===== src/rtl/tx_inband_pkg.sv =====
// Shared definitions for the in-band TX packet path.
//   CHAN_LSB/CHAN_MSB : location of the channel field inside a header word
//   CMD_CHAN          : channel field value that selects the command channel
//   state_e           : router packet state
package tx_inband_pkg;

  localparam int unsigned CHAN_LSB = 16;
  localparam int unsigned CHAN_MSB = 20;
  localparam logic [4:0]  CMD_CHAN = 5'h1F;

  typedef enum logic [1:0] {
    StIdle,
    StRoute,
    StDrop
  } state_e;

endpackage


===== src/rtl/tx_hdr_decode.sv =====
// Header decoder: maps the channel field of a header word to a one-hot target
// and decides whether the packet can be accepted.
// Ports:
//   i_chan            channel field taken from the header word
//   i_chan_enable     per-data-channel enable
//   i_chan_have_space per-channel room-for-one-packet flags (command at NUM_CHAN)
//   o_sel             one-hot target (command channel at bit NUM_CHAN)
//   o_accept          1 when the target exists, is enabled and has room
module tx_hdr_decode
  import tx_inband_pkg::*;
#(
  parameter int unsigned NUM_CHAN = 2
) (
  input  logic [4:0]          i_chan,
  input  logic [NUM_CHAN-1:0] i_chan_enable,
  input  logic [NUM_CHAN:0]   i_chan_have_space,
  output logic [NUM_CHAN:0]   o_sel,
  output logic                o_accept
);

  always_comb begin
    o_sel    = '0;
    o_accept = 1'b0;
    if (i_chan == CMD_CHAN) begin
      // The command channel has no enable; only room matters.
      o_sel[NUM_CHAN] = 1'b1;
      o_accept        = i_chan_have_space[NUM_CHAN];
    end else begin
      // Channel numbers at or beyond NUM_CHAN match nothing and are rejected.
      for (int i = 0; i < int'(NUM_CHAN); i++) begin
        if (i_chan == 5'(i)) begin
          o_sel[i] = 1'b1;
          o_accept = i_chan_enable[i] & i_chan_have_space[i];
        end
      end
    end
  end

endmodule


===== src/rtl/tx_chan_router.sv =====
// TX channel router: takes a packed 32-bit word stream of fixed-length packets,
// decodes the header of each packet and steers all of its words to one channel
// RAM, or discards the packet and counts the drop.
// Ports:
//   txclk            clock, all logic on posedge
//   reset            synchronous active-low reset
//   data_in          packed word stream
//   data_valid       data_in valid this cycle (gaps allowed anywhere)
//   chan_enable      per-data-channel enable
//   chan_have_space  per-channel room for one full packet (command at NUM_CHAN)
//   clear_drops      pulse clearing drop_count
//   ram_data         registered word toward the channel RAMs
//   chan_WR          one-hot write strobe aligned with ram_data
//   chan_done        one-hot end-of-packet pulse, one cycle after the last write
//   have_space       AND of all chan_have_space bits
//   drop_count       saturating count of dropped packets
//   busy             packet in progress
module tx_chan_router
  import tx_inband_pkg::*;
#(
  parameter int unsigned NUM_CHAN  = 2,
  parameter int unsigned PKT_WORDS = 128,
  parameter int unsigned DROP_W    = 16
) (
  input  logic                txclk,
  input  logic                reset,
  input  logic [31:0]         data_in,
  input  logic                data_valid,
  input  logic [NUM_CHAN-1:0] chan_enable,
  input  logic [NUM_CHAN:0]   chan_have_space,
  input  logic                clear_drops,
  output logic [31:0]         ram_data,
  output logic [NUM_CHAN:0]   chan_WR,
  output logic [NUM_CHAN:0]   chan_done,
  output logic                have_space,
  output logic [DROP_W-1:0]   drop_count,
  output logic                busy
);

  localparam int unsigned      CntW    = (PKT_WORDS > 2) ? $clog2(PKT_WORDS) : 1;
  localparam logic [CntW-1:0]  LastCnt = CntW'(PKT_WORDS - 1);
  localparam logic [DROP_W-1:0] DropMax = '1;

  state_e              r_state;
  state_e              w_state_next;
  logic [CntW-1:0]     r_cnt;
  logic [NUM_CHAN:0]   r_sel;
  logic [NUM_CHAN:0]   r_done_sel;
  logic [NUM_CHAN:0]   r_chan_wr;
  logic [NUM_CHAN:0]   r_chan_done;
  logic [31:0]         r_ram_data;
  logic [DROP_W-1:0]   r_drop;

  logic [NUM_CHAN:0]   w_hdr_sel;
  logic                w_accept;
  logic                w_hdr;
  logic                w_last;
  logic                w_drop_evt;
  logic [NUM_CHAN:0]   w_wr_next;
  logic [NUM_CHAN:0]   w_done_sel_next;

  tx_hdr_decode #(
    .NUM_CHAN (NUM_CHAN)
  ) u_hdr_decode (
    .i_chan            (data_in[CHAN_MSB:CHAN_LSB]),
    .i_chan_enable     (chan_enable),
    .i_chan_have_space (chan_have_space),
    .o_sel             (w_hdr_sel),
    .o_accept          (w_accept)
  );

  // A valid word seen in IDLE is by definition a header.
  assign w_hdr      = data_valid & (r_state == StIdle);
  assign w_drop_evt = w_hdr & ~w_accept;
  // The counter only advances on valid words, so it is 0 at every header.
  assign w_last     = data_valid & (r_state != StIdle) & (r_cnt == LastCnt);

  assign have_space = &chan_have_space;

  // State register.
  always_ff @(posedge txclk) begin
    if (!reset) begin
      r_state <= StIdle;
    end else begin
      r_state <= w_state_next;
    end
  end

  // Next-state logic.
  always_comb begin
    w_state_next = r_state;
    unique case (r_state)
      StIdle: begin
        if (data_valid) begin
          w_state_next = w_accept ? StRoute : StDrop;
        end
      end
      StRoute, StDrop: begin
        if (w_last) begin
          w_state_next = StIdle;
        end
      end
      default: w_state_next = StIdle;
    endcase
  end

  // Output decode: next write strobe and end-of-packet target.
  always_comb begin
    w_wr_next       = '0;
    w_done_sel_next = '0;
    busy            = (r_state != StIdle);
    unique case (r_state)
      StIdle: begin
        if (data_valid && w_accept) begin
          w_wr_next = w_hdr_sel;
        end
      end
      StRoute: begin
        if (data_valid) begin
          w_wr_next = r_sel;
        end
        if (w_last) begin
          w_done_sel_next = r_sel;
        end
      end
      StDrop: begin
        w_wr_next = '0;
      end
      default: begin
        w_wr_next = '0;
      end
    endcase
  end

  // Datapath, counters and registered outputs.
  always_ff @(posedge txclk) begin
    if (!reset) begin
      r_cnt       <= '0;
      r_sel       <= '0;
      r_done_sel  <= '0;
      r_chan_wr   <= '0;
      r_chan_done <= '0;
      r_ram_data  <= '0;
      r_drop      <= '0;
    end else begin
      r_chan_wr <= w_wr_next;
      if (|w_wr_next) begin
        r_ram_data <= data_in;
      end
      // Done is staged through r_done_sel so it lands one cycle after the last
      // write, independent of a back-to-back header reloading r_sel.
      r_done_sel  <= w_done_sel_next;
      r_chan_done <= r_done_sel;
      if (w_hdr) begin
        r_sel <= w_hdr_sel;
      end
      if (data_valid) begin
        r_cnt <= w_last ? '0 : r_cnt + CntW'(1);
      end
      // Clear takes priority but a coinciding drop still counts once.
      if (clear_drops) begin
        r_drop <= w_drop_evt ? DROP_W'(1) : '0;
      end else if (w_drop_evt && (r_drop != DropMax)) begin
        r_drop <= r_drop + DROP_W'(1);
      end
    end
  end

  assign ram_data   = r_ram_data;
  assign chan_WR    = r_chan_wr;
  assign chan_done  = r_chan_done;
  assign drop_count = r_drop;

endmodule


===== config.mk =====
export PLATFORM = sky130hd
export DESIGN_NAME = tx_chan_router
export DESIGN_NICKNAME = d
export VERILOG_FILES = /design/src/rtl/tx_inband_pkg.sv /design/src/rtl/tx_hdr_decode.sv /design/src/rtl/tx_chan_router.sv
export SDC_FILE = /design/constraint.sdc
export NUM_CORES = 1
export LEC_CHECK = 0
export ABC_AREA = 1
export BUFFER_PORTS_ARGS = -buffer_cell sky130_fd_sc_hd__buf_2
export CAP_MARGIN = 5
export CORE_ASPECT_RATIO = 1.5
export CORE_MARGIN = 5
export CORE_UTILIZATION = 47
export CTS_CLUSTER_SIZE = 25
export DETAILED_ROUTE_END_ITERATION = 12
export GPL_ROUTABILITY_DRIVEN = 0
export PLACE_DENSITY = 0.76
export SYNTH_ARGS = -nofsm -noshare
export SYNTH_HDL_FRONTEND = slang
export SYNTH_HIERARCHICAL = 1
export SYNTH_SLANG_ARGS = --single-unit

===== constraint.sdc =====
create_clock -name txclk -period 1.7 [get_ports txclk]
set_input_delay 0.34 -clock txclk [delete_from_list [all_inputs] [get_ports txclk]]
set_output_delay 0.34 -clock txclk [all_outputs]
set_load 0.02 [all_outputs]

* Word-level counts from Yosys, hierarchy flattened
Cells that the tools add are included.
** Word-level totals
- Register bits after elaboration :: 69
- Bits of input ports :: 41
- Output and inout bits :: 56
- Word-level logic and storage cells :: 54
** Operators by class
- Add/subtract/negate cells :: 2
- Equal/unequal tests :: 8
- Multiplexer cells :: 18
- Bitwise logic cells :: 7
- Reduce and logical (&&, ||, !) cells :: 11
** Operators with widths (number)
- two-way mux 16 bit :: 2
- adder 16 x 1 -> 16 bit, second input constant :: 1
- inequality test 16 bit, second input constant :: 1
- two-way mux 2 bit :: 4
- adder 7 x 1 -> 7 bit, second input constant :: 1
- == test 7 bit, second input constant :: 1
- two-way mux 1 bit :: 7
- two-way mux 7 bit :: 1
- bitwise AND 1 bit :: 6
- two-way mux 3 bit :: 2
- case mux 3 bit (2 select lines) :: 1
- AND reduction 3 bit :: 2
- == test 5 x 1 -> 1 bit, second input constant :: 1
- == test 5 bit, second input constant :: 1
- logical NOT 5 bit :: 1
- inequality test 2 bit, second input constant :: 2
- case mux 2 bit (2 select lines) :: 1
- nonzero test 2 bit :: 2
- OR reduction 3 bit :: 1
- == test 2 x 1 -> 1 bit, second input constant :: 1
- == test 2 bit, second input constant :: 1
- logical AND 1 bit :: 2
- logical NOT 2 bit :: 1
- AND reduction 2 bit :: 1
- other kinds (2) :: 2

* Logic depth before layout (Yosys ltp)
- Word-level depth :: 9
- Depth in mapped cells :: 12

* By module
Netlist, hierarchy kept.
** By module, submodules not included
- tx_chan_router :: times used 1, cells an instance 493, area an instance 3382.0 um^2, sequential area each 1381.3 um^2
- tx_hdr_decode :: times used 1, cells an instance 19, area an instance 90.1 um^2, sequential area each 0.0 um^2

* Worst setup path after synthesis
No wires, ideal clock.
- Kind :: reg2reg
- Start :: reg r_drop[1] (netlist: drop_count[1])
- End :: reg r_drop[14] (netlist: drop_count[14])
- Setup time :: 0.111 ns
- Data arrival time :: 1.528 ns
- Data required time :: 1.589 ns
- Slack :: 0.060 ns
- Cell stages (with the launch flop) :: 10
- Path buffers :: 1
- Clock period less this slack :: 1.640 ns
- Cells stage by stage :: dfxtp_1 ha_1 nand2_1 nor2_4 nand2_4 o21ai_4 buf_6 nand3_1 nand2_1 nor2_1
** On the way
- Longest elaborated chain between the ends :: 3
** RTL lines
- start, declared :: line tx_chan_router.sv:52 : logic [DROP_W-1:0] r_drop;
- start signal, assigned :: line tx_chan_router.sv:162 : r_drop <= w_drop_evt ? DROP_W'(1) : '0;
- start signal, assigned :: line tx_chan_router.sv:164 : r_drop <= r_drop + DROP_W'(1);
- adder 16 x 1 -> 16 bit / inequality test 16 bit (equally long branches) :: line tx_chan_router.sv:164, tx_chan_router.sv:163
- two-way mux 16 bit / logical AND 1 bit (equally long branches) :: line tx_chan_router.sv:163 : end else if (w_drop_evt && (r_drop != DropMax)) begin
- two-way mux 16 bit / nonzero test 2 bit (equally long branches)
Several ways; a longest one is shown, not always the timed one. The select of a mux whose other input is x is not followed.
A chain may end at the register's enable or synchronous reset.

* Worst setup path in the final report
- Start :: reg r_state[1]
- End :: reg r_ram_data[25] (netlist: ram_data[25])
** On the way
- Longest elaborated chain between the ends :: 3
** RTL lines
- start, declared :: line tx_chan_router.sv:44 : state_e r_state;
- start signal, assigned :: line tx_chan_router.sv:83 : r_state <= StIdle;
- start signal, assigned :: line tx_chan_router.sv:85 : r_state <= w_state_next;
- == test 2 x 1 -> 1 bit / logical NOT 2 bit (equally long branches) :: line tx_chan_router.sv:112 : unique case (r_state)
- case mux 3 bit (2 select lines) * :: line tx_chan_router.sv:112
- OR reduction 3 bit * :: line tx_chan_router.sv:147 : if (|w_wr_next) begin
- end signal, assigned :: line tx_chan_router.sv:148 : r_ram_data <= data_in;
- end, declared :: line tx_chan_router.sv:51 : logic [31:0] r_ram_data;
Every way passes the cells marked *; elsewhere a longest branch is shown, timed or not.

==> results.json <==
{
  "run_status": "finished with violations",
  "violations": "negative setup slack",
  "cell_variety_after_synth": 32,
  "finalHoldViolations": 0,
  "syn_area_mm2": 0.00347,
  "area_growth_pct": 45.0,
  "p_comb_share_pct": 10.3,
  "synth-edff-count": 0,
  "grt_pass1_vias": 3765,
  "routed_wire_length_per_instance_um": 14.8,
  "ys_top_cells_by_area": "sky130_fd_sc_hd__dfxtp_1 (40%), sky130_fd_sc_hd__nand2_1 (12%), sky130_fd_sc_hd__nand3_1 (9.2%)",
  "switching_share_pct": 24.6,
  "worstMarginPinSlew_ps": 453,
  "largest_family_of_logic_cells_by_synthesized_area": "simple AND/OR/NAND/NOR gates",
  "critical_path_required_ps": 1950,
  "hold_slack_ps": 188,
  "die_area_mm2": 0.00924,
  "critPathCaptureType": "flip-flop",
  "synthDominantAreaCellType": "sky130_fd_sc_hd__dfxtp_1",
  "insertedDiodeCount": 0,
  "final.setup.worst_slack_ps": -7.91,
  "initial_utilization_pct": 48.0,
  "timing.max_slew.rel_slack_pct": 69.6,
  "post-synth-top-count-cell": "sky130_fd_sc_hd__nand2_1",
  "max_stage_delay_ps": 330,
  "maxCapViolCount": 0,
  "period_minus_slack_ps": 1710,
  "synth.yosys.seq_area_share_pct": 39.8,
  "timing.fmax_ghz": 0.586,
  "final_area_mm2": 0.00504,
  "standby_leakage_power_nw": 2.45,
  "drt-vias-per-instance": 5.15,
  "holdBufCountCts": 0,
  "grt_remaining_overflow": 0,
  "first_iter_violations": 274,
  "groute.usage.overall_pct": 22.7,
  "ys.flop_type": "sky130_fd_sc_hd__dfxtp_1",
  "hold_class": "input pin to flip-flop",
  "synth_largest_type_area_fraction_pct": 39.8,
  "io_buffers": 96,
  "synthesized_area_fraction_occupied_by_and_or_nand_nor_cells_pct": 35.0,
  "detailed_place.area_mm2": 0.00425,
  "via_total_after_detailed_routing": 3917,
  "sequence_of_cells_on_the_critical_path": "inv_2 -> ha_4 -> nand2_4 -> inv_4 -> buf_6 -> nand2_4 -> nor2_4 -> a21oi_4 -> buf_12 -> buf_12 -> buf_16 -> a21oi_2 -> nor2_1",
  "number_of_antenna_violations_at_the_first_check_in_global_routing": 0,
  "timing.critical_path.slowest_stage_cell": "sky130_fd_sc_hd__dfxtp_2",
  "cts_root_buffer": "sky130_fd_sc_hd__clkbuf_8",
  "totalWireLength_um": 11300,
  "cp_class": "flip-flop to flip-flop",
  "cts_buffers": 9,
  "worst_ir_drop_vdd_v": 0.000488,
  "fin_crit_sh_pct": 100,
  "cts-root-to-sink-buffers": 2,
  "clock_latency_ps": 350,
  "multiplexer_share_of_the_synthesized_area_pct": 0,
  "grt_setup_unrepaired": "true",
  "synth_commonest_cells": "sky130_fd_sc_hd__nand2_1 (108), sky130_fd_sc_hd__nor2_1 (78), sky130_fd_sc_hd__dfxtp_1 (69)",
  "finClkSkew_ps": 11.7,
  "drt.antenna.violating_nets": 0,
  "final_net_count": 701,
  "grt_pass1_wl_um": 16600,
  "startpoint_type": "flip-flop",
  "power.share.clock_pct": 42.8,
  "synth-async-reset-ratio_pct": 0,
  "yosys_register_bits": 69,
  "cts.htree.levels": 3,
  "seq_power_share_pct": 46.8,
  "tritoncts": "done",
  "worstPathMaxFanout": 11,
  "avgSynthCellArea_um2": 6.78,
  "cp.arrival_ps": 1960,
  "floorplan.die.height_um": 115,
  "synth-xor-area-share_pct": 1.26,
  "placement.setup.worst_slack_ps": -327,
  "synth-compound-area-share_pct": 10.3,
  "core_region_area_mm2": 0.00723,
  "power_switching_mw": 0.866,
  "dieWidth_um": 80.2,
  "row_count": 38,
  "internal_cell_power_mw": 2.65,
  "clock_transition_at_the_registers_of_the_reported_paths_ps": 80,
  "top_level_ports": 97,
  "pwr_density_cell_mw_per_mm2": 699,
  "finalMaxSlewViolations": 0,
  "first_pass_iteration_count_of_the_detailed_router": 5,
  "synthAdderAreaFrac_pct": 1.44,
  "clkSinkCount": 69,
  "drc": 0,
  "hpwlAfterDp_um": 6720,
  "setup_violation_total_in_the_final_timing_report": 3,
  "grt_start_max_net_pins": 25,
  "ys_warn_count": 6,
  "totalPowerFinal_mw": 3.52,
  "net_count_of_the_mapped_netlist": 557,
  "postSynthCellCount": 512,
  "drive_gt1_share_pct": 34.0
}
## flip-flops by register name, indices dropped and copies added, names as in the netlist
| register | flops |
|---|---|
| r_sel | 3 |
| drop_count | 16 |
| r_cnt | 7 |
| ram_data | 32 |
| chan_done | 3 |
| chan_WR | 3 |
| r_state | 2 |
| r_done_sel | 3 |
## critical path: cells and delay by family, from the launching register on
family | cells | cell delay (ps)
AO/OA/AOI/OAI | 2 | 190
adder cells (fa/ha/maj) | 1 | 150
buffers and inverters | 6 | 650
flip-flops | 1 | 330
AND/OR/NAND/NOR | 4 | 290
## cell families after synthesis
family / after synthesis
xor+xnor: 5
buf+inv: 95
simple gates: 275
compound gates: 64
fa+ha+maj: 4
flops: 69
## layout make-up
| cell class | count | area (um^2) |
|---|---|---|
| inverter | 72 | 275 |
| timing repair buffer | 152 | 1100 |
| clock buffer | 10 | 138 |
| fill | 590 | 2190 |
| sequential | 69 | 1380 |
| clock inverter | 6 | 86.3 |
| tap | 100 | 125 |
| multi-input combinational | 352 | 1920 |
## layout by cell type (no fill, tap or decap), drive strengths merged
| cell type | netlist | routed |
|---|---|---|
| nor4 | 2 | 2 |
| o21bai | 2 | 2 |
| buf | 17 | 150 |
| nor3 | 3 | 3 |
| nand4 | 8 | 8 |
| nor2 | 83 | 87 |
| a21boi | 1 | 1 |
| nand2 | 111 | 111 |
| nand3 | 64 | 64 |
| nand3b | 1 | 1 |
| clkinv | 2 | 5 |
| xor2 | 5 | 5 |
| ha | 4 | 4 |
| nor3b | 2 | 2 |
| inv | 70 | 70 |
| o21ai | 12 | 12 |
| and3 | 1 | 1 |
| bufinv | 0 | 2 |
| clkinvlp | 0 | 1 |
| clkbuf | 6 | 12 |
| a21oi | 49 | 49 |
| dfxtp | 69 | 69 |
## power by group through the flow
stage / Combinational (mW) / Sequential, mW / Clock, mW
finish: 0.364 / 1.65 / 1.51
global route: 0.397 / 1.65 / 1.61
CTS: 0.331 / 1.65 / 1.52
detailed placement: 0.321 / 1.68 / 0
global placement: 0.314 / 1.68 / 0
floorplan: 0.147 / 1.70 / 0
## what timing repair did
| action | in CTS | in global routing |
|---|---|---|
| buffers inserted | 7 | 7 |
| setup endpoints to repair | 33 | 44 |
| gates resized for setup | 16 | 50 |
| gates cloned | 5 | 3 |
| pin swaps | 12 | 42 |
## layer usage
| layer | share of wire, % | global-route usage, % |
|---|---|---|
| met1 | 38 | 24.3 |
| met2 | 52 | 42.4 |
| met3 | 6.5 | 4.55 |
| met4 | 3.5 | 9.58 |
| met5 | 0 | 0 |
## path summary, 6_finish.rpt
kind | startpoint | end | slack, ps | depth (start not counted)
max | r_state[1] | ram_data[25] | -8 | 13
min | data_in[15] | ram_data[15] | 190 | 3
max reg2reg | r_state[1] | ram_data[25] | -8 | 13
min reg2reg | r_done_sel[1] | chan_done[1] | 420 | 2
## metrics by stage
stage	util, %	cells	setup TNS (ps)
3_5_place_dp	58.8	726	-9680
2_1_floorplan	-	512	0
6_report	69.7	761	-21.6
5_1_grt	69.7	761	-1050
3_3_place_gp	58.8	726	-7000
4_1_cts	65.3	754	0
Power figures use the tool's default switching activity.
